### src/rtl/snn_stage_sequencer.sv
// Frame-level sequencer: enables each selected stage in ascending order, with pause, watchdog and error latch.
// Optional stray-done protocol check under `SNN_SEQ_PROTOCOL_CHECK_EN.
module snn_stage_sequencer #(
    parameter int NUM_STAGES     = 3,
    parameter int TIMEOUT_CYCLES = 65535,
    parameter int FRAME_CNT_W    = 16,
    parameter int STAGE_IDX_W    = (NUM_STAGES > 1) ? $clog2(NUM_STAGES) : 1
) (
    input  logic                   clk,
    input  logic                   reset,
    input  logic                   start,
    input  logic [NUM_STAGES-1:0]  stage_mask,
    input  logic                   pause,
    input  logic                   clear_error,
    input  logic [NUM_STAGES-1:0]  stage_done,
    output logic [NUM_STAGES-1:0]  stage_enable,
    output logic                   ready,
    output logic                   busy,
    output logic                   frame_done,
    output logic                   error,
    output logic [STAGE_IDX_W-1:0] err_stage,
    output logic [STAGE_IDX_W-1:0] cur_stage,
    output logic [FRAME_CNT_W-1:0] frame_count
);
    localparam int TMR_W = (TIMEOUT_CYCLES > 1) ? $clog2(TIMEOUT_CYCLES) : 1;

    typedef enum logic [1:0] {
        ST_IDLE  = 2'd0,
        ST_RUN   = 2'd1,
        ST_ERROR = 2'd2
    } state_t;

    state_t                 state_q, state_d;
    logic [NUM_STAGES-1:0]  enable_q, enable_d;
    logic [NUM_STAGES-1:0]  mask_q, mask_d;
    logic [STAGE_IDX_W-1:0] cur_q, cur_d;
    logic [STAGE_IDX_W-1:0] err_q, err_d;
    logic [TMR_W-1:0]       timer_q, timer_d;
    logic                   pending_q, pending_d;
    logic                   frame_done_q, frame_done_d;
    logic [FRAME_CNT_W-1:0] count_q, count_d;

    logic                   first_found, next_found, done_cur;
    logic [STAGE_IDX_W-1:0] first_idx, next_idx;
`ifdef SNN_SEQ_PROTOCOL_CHECK_EN
    logic [NUM_STAGES-1:0]  stray;
    logic [STAGE_IDX_W-1:0] stray_idx;
`endif

    // Descending scans so the last hit is the lowest qualifying index.
    always_comb begin
        first_found = 1'b0;
        first_idx   = '0;
        next_found  = 1'b0;
        next_idx    = '0;
        for (int i = NUM_STAGES - 1; i >= 0; i--) begin
            if (stage_mask[i]) begin
                first_found = 1'b1;
                first_idx   = STAGE_IDX_W'(i);
            end
            if (mask_q[i] && (i > int'(cur_q))) begin
                next_found = 1'b1;
                next_idx   = STAGE_IDX_W'(i);
            end
        end
    end

    // In RUN the enable register is exactly the one-hot of cur_stage.
    assign done_cur = |(stage_done & enable_q);

`ifdef SNN_SEQ_PROTOCOL_CHECK_EN
    assign stray = stage_done & ~enable_q;

    always_comb begin
        stray_idx = '0;
        for (int i = NUM_STAGES - 1; i >= 0; i--) begin
            if (stray[i]) begin
                stray_idx = STAGE_IDX_W'(i);
            end
        end
    end
`endif

    always_comb begin
        state_d      = state_q;
        enable_d     = enable_q;
        mask_d       = mask_q;
        cur_d        = cur_q;
        err_d        = err_q;
        timer_d      = timer_q;
        pending_d    = pending_q;
        frame_done_d = 1'b0;
        count_d      = count_q;

        case (state_q)
            ST_IDLE: begin
                if (start) begin
                    if (first_found) begin
                        state_d   = ST_RUN;
                        mask_d    = stage_mask;
                        cur_d     = first_idx;
                        enable_d  = NUM_STAGES'(1) << first_idx;
                        timer_d   = '0;
                        pending_d = 1'b0;
                    end else begin
                        frame_done_d = 1'b1;
                        count_d      = count_q + FRAME_CNT_W'(1);
                    end
                end
            end

            ST_RUN: begin
`ifdef SNN_SEQ_PROTOCOL_CHECK_EN
                if (|stray) begin
                    state_d   = ST_ERROR;
                    enable_d  = '0;
                    err_d     = stray_idx;
                    pending_d = 1'b0;
                end else
`endif
                if (!pause && (done_cur || pending_q)) begin
                    timer_d   = '0;
                    pending_d = 1'b0;
                    if (next_found) begin
                        cur_d    = next_idx;
                        enable_d = NUM_STAGES'(1) << next_idx;
                    end else begin
                        state_d      = ST_IDLE;
                        enable_d     = '0;
                        frame_done_d = 1'b1;
                        count_d      = count_q + FRAME_CNT_W'(1);
                    end
                end else if (pause) begin
                    pending_d = pending_q | done_cur;
                end else if (TIMEOUT_CYCLES > 0) begin
                    // Timer counts completed unpaused cycles; the last allowed one trips the watchdog.
                    if (timer_q == TMR_W'(TIMEOUT_CYCLES - 1)) begin
                        state_d  = ST_ERROR;
                        enable_d = '0;
                        err_d    = cur_q;
                    end else begin
                        timer_d = timer_q + TMR_W'(1);
                    end
                end
            end

            ST_ERROR: begin
                if (clear_error) begin
                    state_d = ST_IDLE;
                end
            end

            default: begin
                state_d  = ST_IDLE;
                enable_d = '0;
            end
        endcase
    end

    always_ff @(posedge clk or posedge reset) begin
        if (reset) begin
            state_q      <= ST_IDLE;
            enable_q     <= '0;
            mask_q       <= '0;
            cur_q        <= '0;
            err_q        <= '0;
            timer_q      <= '0;
            pending_q    <= 1'b0;
            frame_done_q <= 1'b0;
            count_q      <= '0;
        end else begin
            state_q      <= state_d;
            enable_q     <= enable_d;
            mask_q       <= mask_d;
            cur_q        <= cur_d;
            err_q        <= err_d;
            timer_q      <= timer_d;
            pending_q    <= pending_d;
            frame_done_q <= frame_done_d;
            count_q      <= count_d;
        end
    end

    assign stage_enable = enable_q;
    assign ready        = (state_q == ST_IDLE);
    assign busy         = (state_q == ST_RUN);
    assign error        = (state_q == ST_ERROR);
    assign frame_done   = frame_done_q;
    assign err_stage    = err_q;
    assign cur_stage    = cur_q;
    assign frame_count  = count_q;
endmodule

### config.mk
export PLATFORM = sky130hd
export DESIGN_NAME = snn_stage_sequencer
export DESIGN_NICKNAME = d
export VERILOG_FILES = /design/src/rtl/snn_stage_sequencer.sv
export SDC_FILE = /design/constraint.sdc
export NUM_CORES = 1
export LEC_CHECK = 0
export BUFFER_PORTS_ARGS = -buffer_cell sky130_fd_sc_hd__buf_4
export CORE_UTILIZATION = 55
export CTS_CLUSTER_SIZE = 28
export DETAILED_ROUTE_END_ITERATION = 6
export GPL_ROUTABILITY_DRIVEN = 0
export PLACE_DENSITY = 0.78
export SYNTH_ARGS = -nofsm -noshare
export SYNTH_HDL_FRONTEND = slang
export SYNTH_SLANG_ARGS = --single-unit
### constraint.sdc
create_clock -name clk -period 2.5 [get_ports clk]
set_input_delay 0.25 -clock clk [delete_from_list [all_inputs] [get_ports clk]]
set_output_delay 0.25 -clock clk [all_outputs]
set_load 0.03 [all_outputs]
==> impl_metrics.ini <==
[die]
dieWidth_um = 68.7
start_util_pct = 59.1
pin_count = 38
die_area_sq_um = 4720
core_sq_um = 4140
die_y_um = 68.7
rows = 23

[detailed_routing]
met1_length_um = 2540
met3_length_um = 230
via_per_inst = 6.22
dr.max_layer_used = met4
drc_errors = 0
first_pass_iters = 4
routed_wl_um = 5590
drtIter0Drc = 200
wl_per_cell_um = 16.1
vias = 2158
dr_wl_met2_um = 2710
ant_nets = 0

[global_route]
grt_pass1_vias = 1999
grt_overflow = 0
antenna_found_initial = 0
grt_pass1_wl_um = 9100
grt_util_all_layers_pct = 26.4
grt_start_max_net_pins = 24

[clock_tree]
cts_max_level = 2
insertion_delay_ns = 0.30
cts-resized-gates = 0
cts_buffer_depth = 2
cts_sinks = 45
numCtsBuffers = 5
cts_tree = built
cts_setup_buffers = 0
cts_root_buf = clkbuf_8
cts-hold-fix-buffers = 0
clk_pin_slew_ns = 0.08

[final_layout]
n_fill_cell = 369
nNetsFinal = 311
finalInstanceArea_sq_um = 2920
syn_to_final_growth_pct = 19.3
drive_gt1_share_pct = 21.2
diodes = 0

[critical_path]
worst-path-stages = 4
path_max_fanout = 13
crit_buf_inv = 0
critPathCaptureType = register
arrival_ns = 2.46
regToRegSetupSlack_ns = 0.22
critPathLaunchType = register
crit_family = simple AND/OR/NAND/NOR gates
crit_chain = nor4bb_1 > o211ai_1 > or4_1 > xnor2_1
max_stage_delay_ns = 0.62
r2r_start = state_q[0]
critPathKind = register to register
crit_required_ns = 2.69
cpMaxStageDelayCell = or4_1
r2r_end = frame_count[14]
rr_worst_depth = 4

[synthesis]
synthArstFlopShare_pct = 100
yosys_warnings = 0
postSynthAreaPerCell_sq_um = 9.76
synthCells = 251
synth_ff_type = dfrtp_1
synthAdderAreaFrac_pct = 1.53
yosys-mux-area-fraction_pct = 3.17
synth_top_family_by_area = simple AND/OR/NAND/NOR gates
synthSimpleGateAreaFrac_pct = 23.6
synth.distinct_cells = 49
ys_seq_area_share_pct = 46.0
synth-xor-area-share_pct = 6.08
ys_ff_latch = 45
syn-num-nets = 265
synth_edf_count = 0
synth_compound_area_share_pct = 16.4
syn_area_sq_um = 2450

[timing]
setup_slack_ns = 0.224
period_minus_slack_ns = 2.28
relSlewSlack_pct = 42.2
hold_slack_ns = 0.0172
maxSlewViolCount = 0
skew_ns = 0.00750
fmaxAchievable_ghz = 0.439
final-hold-violation-count = 0
fin_crit_sh_pct = 91.1
fin_tns_setup_ns = 0
tightest_slew_ns = 0.862
rsz0062_at_grt = no
setup_viol = 0

[placement]
preCtsSetupSlack_ns = 0.247
port-buffer-count = 37
place_hpwl_um = 4160
placed_area_sq_um = 2830

[pwr]
power.density_nw_per_um2 = 860
power_w = 0.00251
p_leak_nw = 1.36
max-vdd-ir-drop_mv = 0.542

[min_path]
hold_class = input pin to async pin

[status]
status = finished clean

[flow_run]
cap_violations = 0
-- report_power, final --
| group | switching, W | total, W | internal [W] |
|---|---|---|---|
| sequential | 0.000185 | 0.00104 | 0.000853 |
| clock | 0.000244 | 0.000462 | 0.000219 |
| combinational | 0.000615 | 0.00101 | 0.000396 |
| total | 0.00104 | 0.00251 | 0.00147 |
-- kinds of logic after synthesis --
family | after synthesis
AOI/OAI and AO/OA | 58
xor gates and xnor gates | 17
adders and majority gates | 3
buffers and inverters | 18
DFF | 45
muxes | 7
and+or+nand+nor | 103
-- cell type report --
class / count / area, sq um / area share (%)
clock buffers: 6 / 82.6 / 2.83
multi-input cells: 188 / 1240 / 42.5
inverters: 11 / 41.3 / 1.41
repair buffers: 46 / 358 / 12.3
flip-flops and latches: 45 / 1130 / 38.6
clock inverters: 1 / 7.51 / 0.257
well taps: 50 / 62.6 / 2.14
-- Yosys cell counts (2+ instances only) --
cell type / number / area (sq um)
and4_1: 2 / 17.5
nand4_2: 2 / 25.0
xnor2_1: 5 / 43.8
nor4_1: 8 / 50.1
nand2b_1: 4 / 25.0
a21o_1: 5 / 37.5
xor2_1: 12 / 105
o22ai_1: 2 / 12.5
nand2_1: 15 / 56.3
o41ai_1: 2 / 17.5
nor2b_1: 6 / 37.5
a21oi_1: 12 / 60.1
clkbuf_1: 2 / 7.51
ha_1: 3 / 37.5
o21ai_1: 11 / 55.1
buf_2: 4 / 20.0
mux2_2: 3 / 33.8
mux2_1: 3 / 33.8
nor3b_1: 3 / 22.5
inv_1: 10 / 37.5
nor3_1: 11 / 55.1
nand4_1: 5 / 31.3
or4_1: 2 / 15.0
nand3_1: 15 / 75.1
or3_1: 4 / 25.0
or4b_1: 2 / 20.0
o31ai_1: 6 / 45.0
dfrtp_1: 45 / 1130
and3_1: 5 / 31.3
nor2_1: 15 / 56.3
a31oi_1: 6 / 37.5
o21ai_0: 4 / 20.0
-- stage by stage --
step / std cells / util, %
5_1_grt: 347 / 70.5
6_report: 347 / 70.5
3_3_place_gp: 340 / 68.3
4_1_cts: 347 / 70.5
2_1_floorplan: 251 / -
3_5_place_dp: 340 / 68.3
-- layout by cell type, fill, tap and decap left out, types with 2 or more instances in the layout --
cell      instances
mux2_2            3
nor2b_1           6
o21ai_0           4
nand4_1           5
and3_1            5
o31ai_1           6
a21oi_1          12
clkbuf_8          6
nand2_1          15
dfrtp_1          45
xor2_1           12
a21o_1            5
or4b_1            2
o21ai_1          11
or4_1             2
inv_1             9
o41ai_1           2
a31oi_1           6
nor4_1            8
ha_1              3
nor2_1           15
xnor2_1           5
o22ai_1           2
nand2b_1          4
mux2_1            3
nand4_2           2
nand3_1          15
buf_4            45
and4_1            2
or3_1             4
nor3_1           11
nor3b_1           3
-- layer usage --
metal,GRT usage (%),vias to the layer above
met5,0,-
li1,-,1022
met2,42.9,60
met3,4.77,12
met1,34.1,1064
met4,12.2,0
-- registers in the layout (all words and copies together) (netlist names) --
register,count
err_stage,2
frame_done,1
pending_q,1
mask_q,2
cur_stage,2
state_q,2
frame_count,16
stage_enable,3
timer_q,16
-- worst max-delay path by stage --
stage / to / slack [ns] / from
after floorplan: frame_count[1] / 0.39 / stage_enable[1]
after global placement: timer_q[14] / 0.30 / stage_enable[1]
after detailed placement: frame_count[14] / 0.25 / state_q[0]
after CTS: timer_q[12] / 0.23 / stage_enable[1]
after global routing: timer_q[14] / 0.07 / stage_enable[1]
final: frame_count[14] / 0.22 / state_q[0]
(Power assumes the default switching activity.)
